--- src/rtl/wb_tg_pkg.sv ---
// Shared constants, FSM state enum and LFSR step for the Wishbone SDRAM traffic generator.
// Latency: n/a (declarations only).
// Backpressure: n/a.
package wb_tg_pkg;

  // Pattern modes selected by cfg_pat_mode
  localparam logic [1:0] PAT_INCR  = 2'd0;  // seed + beat index
  localparam logic [1:0] PAT_ADDR  = 2'd1;  // byte address
  localparam logic [1:0] PAT_LFSR  = 2'd2;  // Galois LFSR
  localparam logic [1:0] PAT_NADDR = 2'd3;  // inverted byte address

  // Wishbone registered-feedback cycle type codes
  localparam logic [2:0] CTI_CLASSIC = 3'b000;
  localparam logic [2:0] CTI_INCR    = 3'b010;
  localparam logic [2:0] CTI_EOB     = 3'b111;

  // x^32 + x^22 + x^2 + x + 1, right-shifting Galois form
  localparam logic [31:0] LFSR_TAPS = 32'h8020_0003;

  typedef enum logic [2:0] {
    ST_IDLE,
    ST_WAIT_INIT,
    ST_WR,
    ST_GAP,
    ST_RD,
    ST_FIN
  } tg_state_e;

  function automatic logic [31:0] lfsr_step(input logic [31:0] s);
    return s[0] ? ((s >> 1) ^ LFSR_TAPS) : (s >> 1);
  endfunction

endpackage

--- src/rtl/wb_tg_pattern_gen.sv ---
// Pattern/address generator shared by the write and read phases of the traffic generator.
// Latency: outputs reflect the current beat combinationally; load/advance take effect next edge.
// Backpressure: none; the caller advances only on an acknowledged beat.
//
// Ports:
//   i_clk, i_rst        clock, synchronous active-high reset
//   i_load              restart sequence at i_base (aligned) / i_seed
//   i_adv               step to the next beat (address + DW/8, counter + 1, LFSR step)
//   i_mode              pattern selector (wb_tg_pkg PAT_*)
//   o_addr, o_dat       current beat byte address and data
module wb_tg_pattern_gen #(
  parameter int DW = 32,
  parameter int AW = 26
) (
  input  logic          i_clk,
  input  logic          i_rst,
  input  logic          i_load,
  input  logic [31:0]   i_seed,
  input  logic [AW-1:0] i_base,
  input  logic          i_adv,
  input  logic [1:0]    i_mode,
  output logic [AW-1:0] o_addr,
  output logic [DW-1:0] o_dat
);
  import wb_tg_pkg::*;

  localparam logic [AW-1:0] BEAT_BYTES = AW'(DW / 8);

  logic [31:0]   r_cnt;
  logic [31:0]   r_lfsr;
  logic [AW-1:0] r_addr;
  logic [31:0]   w_a32;
  logic [31:0]   w_v32;

  always_ff @(posedge i_clk) begin
    if (i_rst) begin
      r_cnt  <= '0;
      r_lfsr <= '0;
      r_addr <= '0;
    end else if (i_load) begin
      r_cnt  <= i_seed;
      // An all-zero LFSR would lock up
      r_lfsr <= (i_seed == 32'd0) ? 32'd1 : i_seed;
      r_addr <= i_base & ~(BEAT_BYTES - AW'(1));
    end else if (i_adv) begin
      r_cnt  <= r_cnt + 32'd1;
      r_lfsr <= lfsr_step(r_lfsr);
      r_addr <= r_addr + BEAT_BYTES;  // wraps modulo 2^AW
    end
  end

  always_comb begin
    w_a32 = 32'(r_addr);
    case (i_mode)
      PAT_INCR: w_v32 = r_cnt;
      PAT_ADDR: w_v32 = w_a32;
      PAT_LFSR: w_v32 = r_lfsr;
      default:  w_v32 = ~w_a32;
    endcase
  end

  // 32-bit pattern replicated (or truncated) across the data bus
  for (genvar g = 0; g < DW; g++) begin : g_rep
    assign o_dat[g] = w_v32[g % 32];
  end

  assign o_addr = r_addr;

endmodule

--- src/rtl/wb_sdram_traffic_gen.sv ---
// Wishbone master that writes a pattern region in bursts, reads it back and compares.
// Latency: first stb two cycles after start (init done); 1 idle cycle between bursts and phases.
// Backpressure: holds addr/dat/stb until wb_ack_i; aborts after ACK_TIMEOUT cycles without ack.
//
// Ports:
//   wb_clk_i, wb_rst_i      clock, synchronous active-high reset
//   sdr_init_done           gates all bus traffic
//   start, cfg_*            run request and configuration (latched on start in IDLE)
//   wb_*_o / wb_ack_i/dat_i Wishbone master interface with burst cycle types
//   busy, done, pass        run status; done is a one-cycle pulse, pass valid with done
//   err_count, first_err_addr, timeout  read-back result of the last run
module wb_sdram_traffic_gen #(
  parameter int DW          = 32,
  parameter int AW          = 26,
  parameter int LEN_W       = 16,
  parameter int BURST_W     = 4,
  parameter int ACK_TIMEOUT = 255
) (
  input  logic               wb_clk_i,
  input  logic               wb_rst_i,
  input  logic               sdr_init_done,
  input  logic               start,
  input  logic [AW-1:0]      cfg_base_addr,
  input  logic [LEN_W-1:0]   cfg_num_words,
  input  logic [BURST_W-1:0] cfg_burst_len,
  input  logic [1:0]         cfg_pat_mode,
  input  logic [31:0]        cfg_seed,
  output logic               wb_cyc_o,
  output logic               wb_stb_o,
  output logic               wb_we_o,
  output logic [AW-1:0]      wb_addr_o,
  output logic [DW-1:0]      wb_dat_o,
  output logic [DW/8-1:0]    wb_sel_o,
  output logic [2:0]         wb_cti_o,
  input  logic               wb_ack_i,
  input  logic [DW-1:0]      wb_dat_i,
  output logic               busy,
  output logic               done,
  output logic               pass,
  output logic [15:0]        err_count,
  output logic [AW-1:0]      first_err_addr,
  output logic               timeout
);
  import wb_tg_pkg::*;

  localparam int TO_W = $clog2(ACK_TIMEOUT + 1);

  tg_state_e          r_state;
  tg_state_e          w_next;

  logic [AW-1:0]      r_cfg_base;
  logic [LEN_W-1:0]   r_cfg_num;
  logic [BURST_W-1:0] r_cfg_burst;
  logic [1:0]         r_cfg_mode;
  logic [31:0]        r_cfg_seed;

  logic [LEN_W-1:0]   r_remain;     // words left in the current phase
  logic [BURST_W-1:0] r_beat_left;  // beats left in the current burst, including this one
  logic [BURST_W-1:0] r_burst_n;    // size of the current burst
  logic               r_act;        // burst on the bus; low for the inter-burst idle cycle
  logic [TO_W-1:0]    r_to_cnt;
  logic [15:0]        r_err;
  logic [AW-1:0]      r_first;
  logic               r_timeout;
  logic               r_pass;

  logic               w_stb;
  logic               w_beat_done;
  logic               w_last_word;
  logic               w_to_hit;
  logic               w_mismatch;
  logic               w_pass_now;
  logic [BURST_W-1:0] w_burst_eff;
  logic [LEN_W-1:0]   w_burst_src;
  logic [BURST_W-1:0] w_burst_next;
  logic               w_pat_load;
  logic               w_pat_adv;
  logic [31:0]        w_load_seed;
  logic [AW-1:0]      w_load_base;
  logic [AW-1:0]      w_pat_addr;
  logic [DW-1:0]      w_pat_dat;

  assign w_stb       = r_act && (r_state == ST_WR || r_state == ST_RD);
  assign w_beat_done = w_stb && wb_ack_i;
  assign w_last_word = (r_remain == LEN_W'(1));
  assign w_to_hit    = w_stb && !wb_ack_i && (r_to_cnt == TO_W'(ACK_TIMEOUT - 1));
  assign w_mismatch  = (r_state == ST_RD) && w_beat_done && (wb_dat_i != w_pat_dat);
  assign w_pass_now  = (r_err == 16'd0) && !r_timeout;

  // Next burst is min(burst_len, remaining words); the read phase starts from the full count
  assign w_burst_eff  = (r_cfg_burst == '0) ? BURST_W'(1) : r_cfg_burst;
  assign w_burst_src  = (r_state == ST_GAP) ? r_cfg_num : r_remain;
  assign w_burst_next = (w_burst_src < LEN_W'(w_burst_eff)) ? BURST_W'(w_burst_src) : w_burst_eff;

  // Generator is reloaded on start and again in GAP so reads regenerate the written sequence
  assign w_pat_load  = (r_state == ST_IDLE && start) || (r_state == ST_GAP);
  assign w_pat_adv   = w_beat_done;
  assign w_load_seed = (r_state == ST_IDLE) ? cfg_seed : r_cfg_seed;
  assign w_load_base = (r_state == ST_IDLE) ? cfg_base_addr : r_cfg_base;

  wb_tg_pattern_gen #(
    .DW (DW),
    .AW (AW)
  ) u_pat (
    .i_clk  (wb_clk_i),
    .i_rst  (wb_rst_i),
    .i_load (w_pat_load),
    .i_seed (w_load_seed),
    .i_base (w_load_base),
    .i_adv  (w_pat_adv),
    .i_mode (r_cfg_mode),
    .o_addr (w_pat_addr),
    .o_dat  (w_pat_dat)
  );

  // FSM state register
  always_ff @(posedge wb_clk_i) begin
    if (wb_rst_i) r_state <= ST_IDLE;
    else          r_state <= w_next;
  end

  // FSM next state
  always_comb begin
    w_next = r_state;
    case (r_state)
      ST_IDLE:      if (start) w_next = (cfg_num_words == '0) ? ST_FIN : ST_WAIT_INIT;
      ST_WAIT_INIT: if (sdr_init_done) w_next = ST_WR;
      ST_WR: begin
        if (w_beat_done && w_last_word) w_next = ST_GAP;
        else if (w_to_hit)              w_next = ST_FIN;
      end
      ST_GAP:       w_next = ST_RD;
      ST_RD:        if ((w_beat_done && w_last_word) || w_to_hit) w_next = ST_FIN;
      ST_FIN:       w_next = ST_IDLE;
      default:      w_next = ST_IDLE;
    endcase
  end

  // FSM outputs; bus fields are zero whenever no cycle is on the bus
  always_comb begin
    wb_cyc_o       = w_stb;
    wb_stb_o       = w_stb;
    wb_we_o        = w_stb && (r_state == ST_WR);
    wb_addr_o      = w_stb ? w_pat_addr : '0;
    wb_dat_o       = (w_stb && r_state == ST_WR) ? w_pat_dat : '0;
    wb_sel_o       = {(DW/8){w_stb}};
    wb_cti_o       = CTI_CLASSIC;
    if (w_stb && r_burst_n != BURST_W'(1))
      wb_cti_o = (r_beat_left == BURST_W'(1)) ? CTI_EOB : CTI_INCR;
    busy           = (r_state == ST_WAIT_INIT) || (r_state == ST_WR) ||
                     (r_state == ST_GAP) || (r_state == ST_RD);
    done           = (r_state == ST_FIN);
    pass           = (r_state == ST_FIN) ? w_pass_now : r_pass;
    err_count      = r_err;
    first_err_addr = r_first;
    timeout        = r_timeout;
  end

  // Datapath: burst sequencing, timeout and compare
  always_ff @(posedge wb_clk_i) begin
    if (wb_rst_i) begin
      r_cfg_base  <= '0;
      r_cfg_num   <= '0;
      r_cfg_burst <= '0;
      r_cfg_mode  <= '0;
      r_cfg_seed  <= '0;
      r_remain    <= '0;
      r_beat_left <= '0;
      r_burst_n   <= '0;
      r_act       <= 1'b0;
      r_to_cnt    <= '0;
      r_err       <= '0;
      r_first     <= '0;
      r_timeout   <= 1'b0;
      r_pass      <= 1'b0;
    end else begin
      case (r_state)
        ST_IDLE: begin
          if (start) begin
            r_cfg_base  <= cfg_base_addr;
            r_cfg_num   <= cfg_num_words;
            r_cfg_burst <= cfg_burst_len;
            r_cfg_mode  <= cfg_pat_mode;
            r_cfg_seed  <= cfg_seed;
            r_remain    <= cfg_num_words;
            r_err       <= '0;
            r_first     <= '0;
            r_timeout   <= 1'b0;
            r_pass      <= 1'b0;
            r_act       <= 1'b0;
          end
        end
        ST_WAIT_INIT, ST_GAP: begin
          if (r_state == ST_GAP || sdr_init_done) begin
            if (r_state == ST_GAP) r_remain <= r_cfg_num;
            r_act       <= 1'b1;
            r_beat_left <= w_burst_next;
            r_burst_n   <= w_burst_next;
            r_to_cnt    <= '0;
          end
        end
        ST_WR, ST_RD: begin
          if (r_act) begin
            if (wb_ack_i) begin
              r_remain <= r_remain - LEN_W'(1);
              r_to_cnt <= '0;
              if (r_beat_left == BURST_W'(1)) r_act <= 1'b0;
              else                            r_beat_left <= r_beat_left - BURST_W'(1);
              if (w_mismatch) begin
                if (r_err != 16'hFFFF) r_err <= r_err + 16'd1;
                if (r_err == 16'd0)    r_first <= w_pat_addr;
              end
            end else if (w_to_hit) begin
              r_act     <= 1'b0;
              r_timeout <= 1'b1;
            end else begin
              r_to_cnt <= r_to_cnt + TO_W'(1);
            end
          end else begin
            // single idle cycle between bursts of the same phase
            r_act       <= 1'b1;
            r_beat_left <= w_burst_next;
            r_burst_n   <= w_burst_next;
            r_to_cnt    <= '0;
          end
        end
        ST_FIN: begin
          r_pass <= w_pass_now;
          r_act  <= 1'b0;
        end
        default: r_act <= 1'b0;
      endcase
    end
  end

endmodule

--- config.mk ---
export PLATFORM = sky130hd
export DESIGN_NAME = wb_sdram_traffic_gen
export DESIGN_NICKNAME = d
export VERILOG_FILES = /design/src/rtl/wb_tg_pkg.sv /design/src/rtl/wb_tg_pattern_gen.sv /design/src/rtl/wb_sdram_traffic_gen.sv
export SDC_FILE = /design/constraint.sdc
export NUM_CORES = 1
export LEC_CHECK = 0
export ABC_CLOCK_PERIOD_IN_PS = 3700
export BUFFER_PORTS_ARGS = -buffer_cell sky130_fd_sc_hd__buf_4
export CELL_PAD_IN_SITES_DETAIL_PLACEMENT = 1
export CELL_PAD_IN_SITES_GLOBAL_PLACEMENT = 1
export CORE_MARGIN = 2
export CORE_UTILIZATION = 40
export DETAILED_ROUTE_END_ITERATION = 12
export HOLD_SLACK_MARGIN = 0.1
export PLACE_DENSITY_LB_ADDON = 0.1
export SYNTH_ARGS = -nofsm -noshare
export SYNTH_HDL_FRONTEND = slang
export SYNTH_SLANG_ARGS = --single-unit
--- constraint.sdc ---
create_clock -name wb_clk_i -period 3.7 [get_ports wb_clk_i]
set_input_delay 0.74 -clock wb_clk_i [delete_from_list [all_inputs] [get_ports wb_clk_i]]
set_output_delay 0.74 -clock wb_clk_i [all_outputs]
set_load 0.005 [all_outputs]
[Word level (Yosys, flattened, before mapping)]
Cells that the tools add are included.
Storage, ports and cells
  logic and storage cells: 169
  output and inout port bits: 114
  bits of input ports: 117
  bits in registers: 250
Operators by class
  equal/unequal tests: 29
  magnitude comparators: 1
  mux-type cells: 67
  add/subtract/negate cells: 6
  bitwise gates (word level): 2
  reductions and logical operators: 45
Operator list (count)
  $mux W32: 8
  $mux W26: 9
  $mux W16: 10
  $pmux W32 S3: 1
  $pmux W26 S2: 1
  $pmux W16 S3: 1
  $add A32 B1 Y32 const B: 1
  $logic_not A16 Y1: 2
  $logic_not A32 Y1: 1
  $mux W8: 4
  $ne A32 B32 Y1: 1
  $not A26 Y32: 1
  $pmux W16 S2: 1
  $mux W4: 7
  $add A26 B3 Y26 const B: 1
  $mux W3: 8
  $ne A2 B2 Y1 const B: 11
  $add A16 B1 Y16 const B: 1
  $eq A16 B1 Y1 const B: 1
  $lt A16 B4 Y1: 1
  $ne A16 B16 Y1 const B: 1
  $pmux W4 S2: 2
  $pmux W8 S2: 1
  $sub A16 B1 Y16 const B: 1
  other kinds (33): 74

[Longest topological paths before layout]
  depth in word-level cells: 10
  mapped depth: 14
  mapped depth without buffers: 11

[Hierarchy]
Synthesis repeated with hierarchy kept, for this count alone.
Second synthesis, totals
  cell total of the unflattened synthesis: 1875
  area total of the unflattened synthesis: 14635.3 um2
By module, submodules not included
  wb_sdram_traffic_gen: sequential area each 3203.1 um2, area an instance 8987.4 um2, cells an instance 1157, times used 1
  wb_tg_pattern_gen: sequential area each 1761.7 um2, area an instance 5647.9 um2, cells an instance 718, times used 1

[Worst setup path before layout]
No wires, ideal clock.
  kind: reg2reg
  from: register r_state[2]
  to: register r_beat_left[1]
  data required time: 3622 ps
  library setup time: 78 ps
  cell stages (with the launch flop): 14
  clock period less this slack: 2850 ps
  path buffers: 2
  path slack: 850 ps
  arrival time: 2772 ps
  path through: dfxtp_1 -> clkbuf_1 -> and3b_1 -> clkbuf_1 -> nor2_1 -> a21oi_1 -> inv_1 -> ha_1 -> a21o_1 -> a21o_1 -> a211oi_1 -> or2_2 -> a31oi_1 -> nor3_1
Between the ends
  word-level cells in the longest chain between the ends: 6
  elaborated cells between the ends (all ways): 18
  classes of those cells: order compare (1); eq/ne (7); mux (5); reduce/logical (5)
RTL lines
  start: declaration: line wb_sdram_traffic_gen.sv:48  | tg_state_e r_state;
  start signal: assignment: line wb_sdram_traffic_gen.sv:119  | else r_state <= w_next;
  $eq A3 B2 Y1: line wb_sdram_traffic_gen.sv:92, wb_sdram_traffic_gen.sv:177, wb_sdram_traffic_gen.sv:194
  $mux W16
  $lt A16 B4 Y1: line wb_sdram_traffic_gen.sv:93  | assign w_burst_next = (w_burst_src < LEN_W'(w_burst_eff)) ? BURST_W'(w_burst_src) : w_burst_eff;
  $mux W4: line wb_sdram_traffic_gen.sv:93
  $mux W4 (on tied branches): line wb_sdram_traffic_gen.sv:203, wb_sdram_traffic_gen.sv:194
  $pmux W4 S2: line wb_sdram_traffic_gen.sv:177  | case (r_state)
  end signal: assignment: line wb_sdram_traffic_gen.sv:197  | r_beat_left <= w_burst_next;
  end signal: assignment: line wb_sdram_traffic_gen.sv:208  | else r_beat_left <= r_beat_left - BURST_W'(1);
  end signal: assignment: line wb_sdram_traffic_gen.sv:222  | r_beat_left <= w_burst_next;
  end: declaration: line wb_sdram_traffic_gen.sv:58  | logic [BURST_W-1:0] r_beat_left;
Several ways; a longest one is shown, not always the timed one. The select of a mux whose other input is x is not followed.
A chain may end at the register's enable or synchronous reset.

[Worst setup path in the final report]
  from: register r_cfg_mode[0]
  to: register r_err[2], in the netlist err_count[2]
Between the ends
  word-level cells in the longest chain between the ends: 6
  elaborated cells between the ends (all ways): 8
  classes of those cells: eq/ne (4); mux (1); reduce/logical (3)
RTL lines
  start: declaration: line wb_sdram_traffic_gen.sv:54  | logic [1:0] r_cfg_mode;
  start signal: assignment: line wb_sdram_traffic_gen.sv:183  | r_cfg_mode <= cfg_pat_mode;
  $eq A2 B2 Y1, or another cell as far along: line wb_tg_pattern_gen.sv:54  | case (i_mode)
  $pmux W32 S3 *: line wb_tg_pattern_gen.sv:54
  $ne A32 B32 Y1 *: line wb_sdram_traffic_gen.sv:87  | assign w_mismatch = (r_state == ST_RD) && w_beat_done && (wb_dat_i != w_pat_dat);
  $logic_and A1 B1 Y1 *: line wb_sdram_traffic_gen.sv:87
  $ne A2 B2 Y1 (no source line) *
  $reduce_and A6 Y1 (no source line) *
  end signal: assignment: line wb_sdram_traffic_gen.sv:210  | if (r_err != 16'hFFFF) r_err <= r_err + 16'd1;
  end: declaration: line wb_sdram_traffic_gen.sv:62  | logic [15:0] r_err;
Mark *: on every way between the ends. The rest lies on a longest branch, timed or not.

==> results_dict.tcl <==
set metrics [dict create \
    grt-ovfl-total 0 \
    yosys.area_share.xor_xnor 0.0309 \
    place_inst 2539 \
    rsz0062_at_grt "no" \
    powerDensity_mw_per_mm2 745 \
    yosys.area_share.simple 0.288 \
    cts_tree "done" \
    grt_pass1_wl_um 86900 \
    crit_buf_inv 2 \
    dr.pass1.iters 6 \
    grt_pass1_vias 15300 \
    p_leak_nw 7.12 \
    cts_buffer_depth 3 \
    instances_no_fill 2596 \
    worstSetupPathType "flip-flop to flip-flop" \
    timing.reg2reg.setup_slack_ps 300 \
    worstSkewPairLatency_ps 560 \
    hpwlAfterDp_um 40600 \
    critPathArrivalTime_ps 3850 \
    cts_root_buf "clkbuf_16" \
    die_y_um 194 \
    drt_iter0_drc 927 \
    synthCells 1948 \
    io_buffers 224 \
    cp_cell_sequence "buf_12 > mux2i_1 > or3b_2 > o2111ai_1 > o2111ai_1 > or4_4 > o31ai_4 > buf_12 > nor4b_1 > a211o_1" \
    grt_start_max_net_pins 114 \
    tns_ps 0 \
    syn2layout_area_growth_pct 21.7 \
    final_antenna_net_count 0 \
    vias 15300 \
    synth_top_family_by_area "simple AND/OR/NAND/NOR gates" \
    drive_above_1_share 0.172 \
    drc 0 \
    die_x_um 194 \
    synth_fa_ha_area_frac 0.0113 \
    worstMarginPinSlew_ps 957 \
    routedWlPerCell_um 21.4 \
    synth_seq_area_share 0.338 \
    r2r_cells 10 \
    syn_area_mm2 0.0144 \
    hold_buffers 0 \
    routed_wl_um 55400 \
    htree_levels 1 \
    r2r-end "err_count[2]$_SDFFE_PP0P_" \
    die_area_mm2 0.0376 \
    drv_cap 0 \
    cts_buffers 30 \
    use_met1 0.409 \
    cts.sinks 244 \
    yosys.area.top_type "dfxtp_1" \
    period_minus_slack_ps 3400 \
    cts_setup_buffers 0 \
    crit_start "r_cfg_mode[0]$_SDFFE_PP0P_" \
    synth_flop_cell "dfxtp_1" \
    outcome "finished clean" \
    ys_types 79 \
    critPathSlowestCell "or4_4" \
    cts_resized 0 \
    path_depth 10 \
    drv_slew 0 \
    synth.area.top_cells "dfxtp_1 34%, nand2_1 10%, a21oi_1 6.1%" \
    io_pins 231 \
    fin_crit_sh 0.919 \
    grt_util_all_layers 0.285 \
    avgSynthCellArea_um2 7.41 \
    antenna_found_initial 0 \
    fin_skew_ps 14.7 \
    worstHoldPathType "primary input to flip-flop" \
    finalSetupViolCount 0 \
    startpoint_type "flip-flop" \
    timing.fmax_mhz 294 \
    peakVddDrop_mv 0.384 \
    num_rows 69 \
    synth_top_cell_area_share 0.338 \
    synth_compound_area_frac 0.226 \
    vias_per_cell 5.88 \
    synth_edf_count 0 \
    endpoint "err_count[2]$_SDFFE_PP0P_" \
    path_clk_slew_ps 60 \
    num-fill-cells 4433 \
    worstPathRequired_ps 4150 \
    routabilityCongestion 0.924 \
    ys_ff_latch 244 \
    synthMuxAreaShare 0.0479 \
    met3_usage 0.0489 \
    critPathTopFamily "simple AND/OR/NAND/NOR gates" \
    cpPeakStageDelay_ps 620 \
    core_mm2 0.0356 \
    gr-usage-met2 0.438 \
    critPathCaptureType "flip-flop" \
    relSlewSlack 0.362 \
    async_flop_share 0 \
    hold_viol 0 \
    grt-busiest-layer "met2" \
    r2r_start "r_cfg_mode[0]$_SDFFE_PP0P_" \
    yosysWarnings 0 \
    nNetsFinal 2240 \
    crit_fanout 20 \
    start_util 0.406 \
]
cell usage in the layout, fill, tap and decap left out, drive strengths merged, types with 38 or more instances in the layout:
master,n
o21ai,61
and3,61
nor2,159
buf,283
mux2i,68
a21oi,177
nand3,49
nor3,42
dfxtp,244
xnor2,38
clkbuf,49
nand2,402
cell usage after synthesis, types with 9 or more instances:
cell type	instances
nand2_1	402
dfxtp_1	244
a21oi_1	175
nor2_1	158
clkbuf_1	109
mux2i_1	68
and3_1	61
o21ai_0	59
nand3_1	49
nor3_1	42
xnor2_1	38
a31oi_1	34
nand2b_1	34
nor4_1	30
o21a_1	29
inv_1	27
nand3b_1	26
a21boi_0	23
a211oi_1	22
nand4_1	22
a22o_1	20
and2_1	18
buf_1	17
buf_4	14
a211o_1	13
a311oi_1	13
ha_1	13
xor2_1	13
a22oi_1	12
o22a_1	12
a21o_1	9
nor2b_1	9
how the worst min path moves through the flow:
stage | cells past startpoint | to | from | slack, ps
floorplan | 2 | r_cfg_base[20]$_SDFFE_PP0P_ | r_cfg_base[20]$_SDFFE_PP0P_ | 440
CTS | 3 | r_cfg_burst[1]$_SDFFE_PP0P_ | cfg_burst_len[1] | 420
detailed placement | 2 | r_cfg_base[25]$_SDFFE_PP0P_ | r_cfg_base[25]$_SDFFE_PP0P_ | 450
global route | 3 | r_cfg_burst[1]$_SDFFE_PP0P_ | cfg_burst_len[1] | 430
global placement | 2 | r_cfg_base[23]$_SDFFE_PP0P_ | r_cfg_base[23]$_SDFFE_PP0P_ | 440
finish | 3 | r_cfg_burst[0]$_SDFFE_PP0P_ | cfg_burst_len[0] | 440
flip-flops by register name, summed over array words and instances, names as in the netlist, 16 cells and up:
signal and count:
err_count 16, first_err_addr 24, r_cfg_base 24, r_cfg_num 16, r_cfg_seed 32, r_remain 16
u_pat.o_addr 24, u_pat.r_cnt 32, u_pat.r_lfsr 32
power breakdown:
group          internal [mW]  switching [mW]
sequential              3.31           0.859
clock                   1.76            1.18
combinational           2.20            3.78
total                   7.27            5.83
area by class of cell:
type | instances | area, µm² | share of cell area
clock inverter | 6 | 33.8 | 0.00192
tap | 461 | 577 | 0.0328
clock buffer | 49 | 963 | 0.0548
sequential | 244 | 4890 | 0.278
multi-input combinational | 1523 | 8780 | 0.499
antenna | 2 | 5.00 | 0.000285
inverter | 28 | 105 | 0.00598
timing repair buffer | 283 | 2230 | 0.127
per-layer routing:
layer / wire length, µm / up-vias
met4: 1630 / 0
met2: 24000 / 487
met3: 3770 / 82
met5: 0 / -
li1: - / 7232
met1: 26100 / 7471
through the flow:
stage	area (µm²)	hold slack (ps)	setup slack, ps	total power, mW	utilization
after floorplan	14500	436	850	7.90	-
after global placement	16600	441	318	9.90	0.466
after detailed placement	16600	447	265	10.1	0.466
after CTS	17600	415	311	13.1	0.494
after global routing	17600	432	114	14.0	0.494
final	17600	436	301	13.1	0.494
logic make-up after synthesis:
| logic type | Yosys count |
|---|---|
| fa+ha+maj | 13 |
| xor+xnor | 51 |
| compound gates | 494 |
| mux | 69 |
| simple gates | 892 |
| other cells | 1 |
| buf+inv | 184 |
| flops | 244 |
worst reg2reg max path, cell delays in order, from the launching register on:
cell and delay (ps):
dfxtp_2 530, buf_12 220, mux2i_1 120, or3b_2 460, o2111ai_1 120, o2111ai_1 160, or4_4 620, o31ai_4 500
buf_12 200, nor4b_1 60, a211o_1 300
Note: power is estimated with default switching activity, not from simulation.
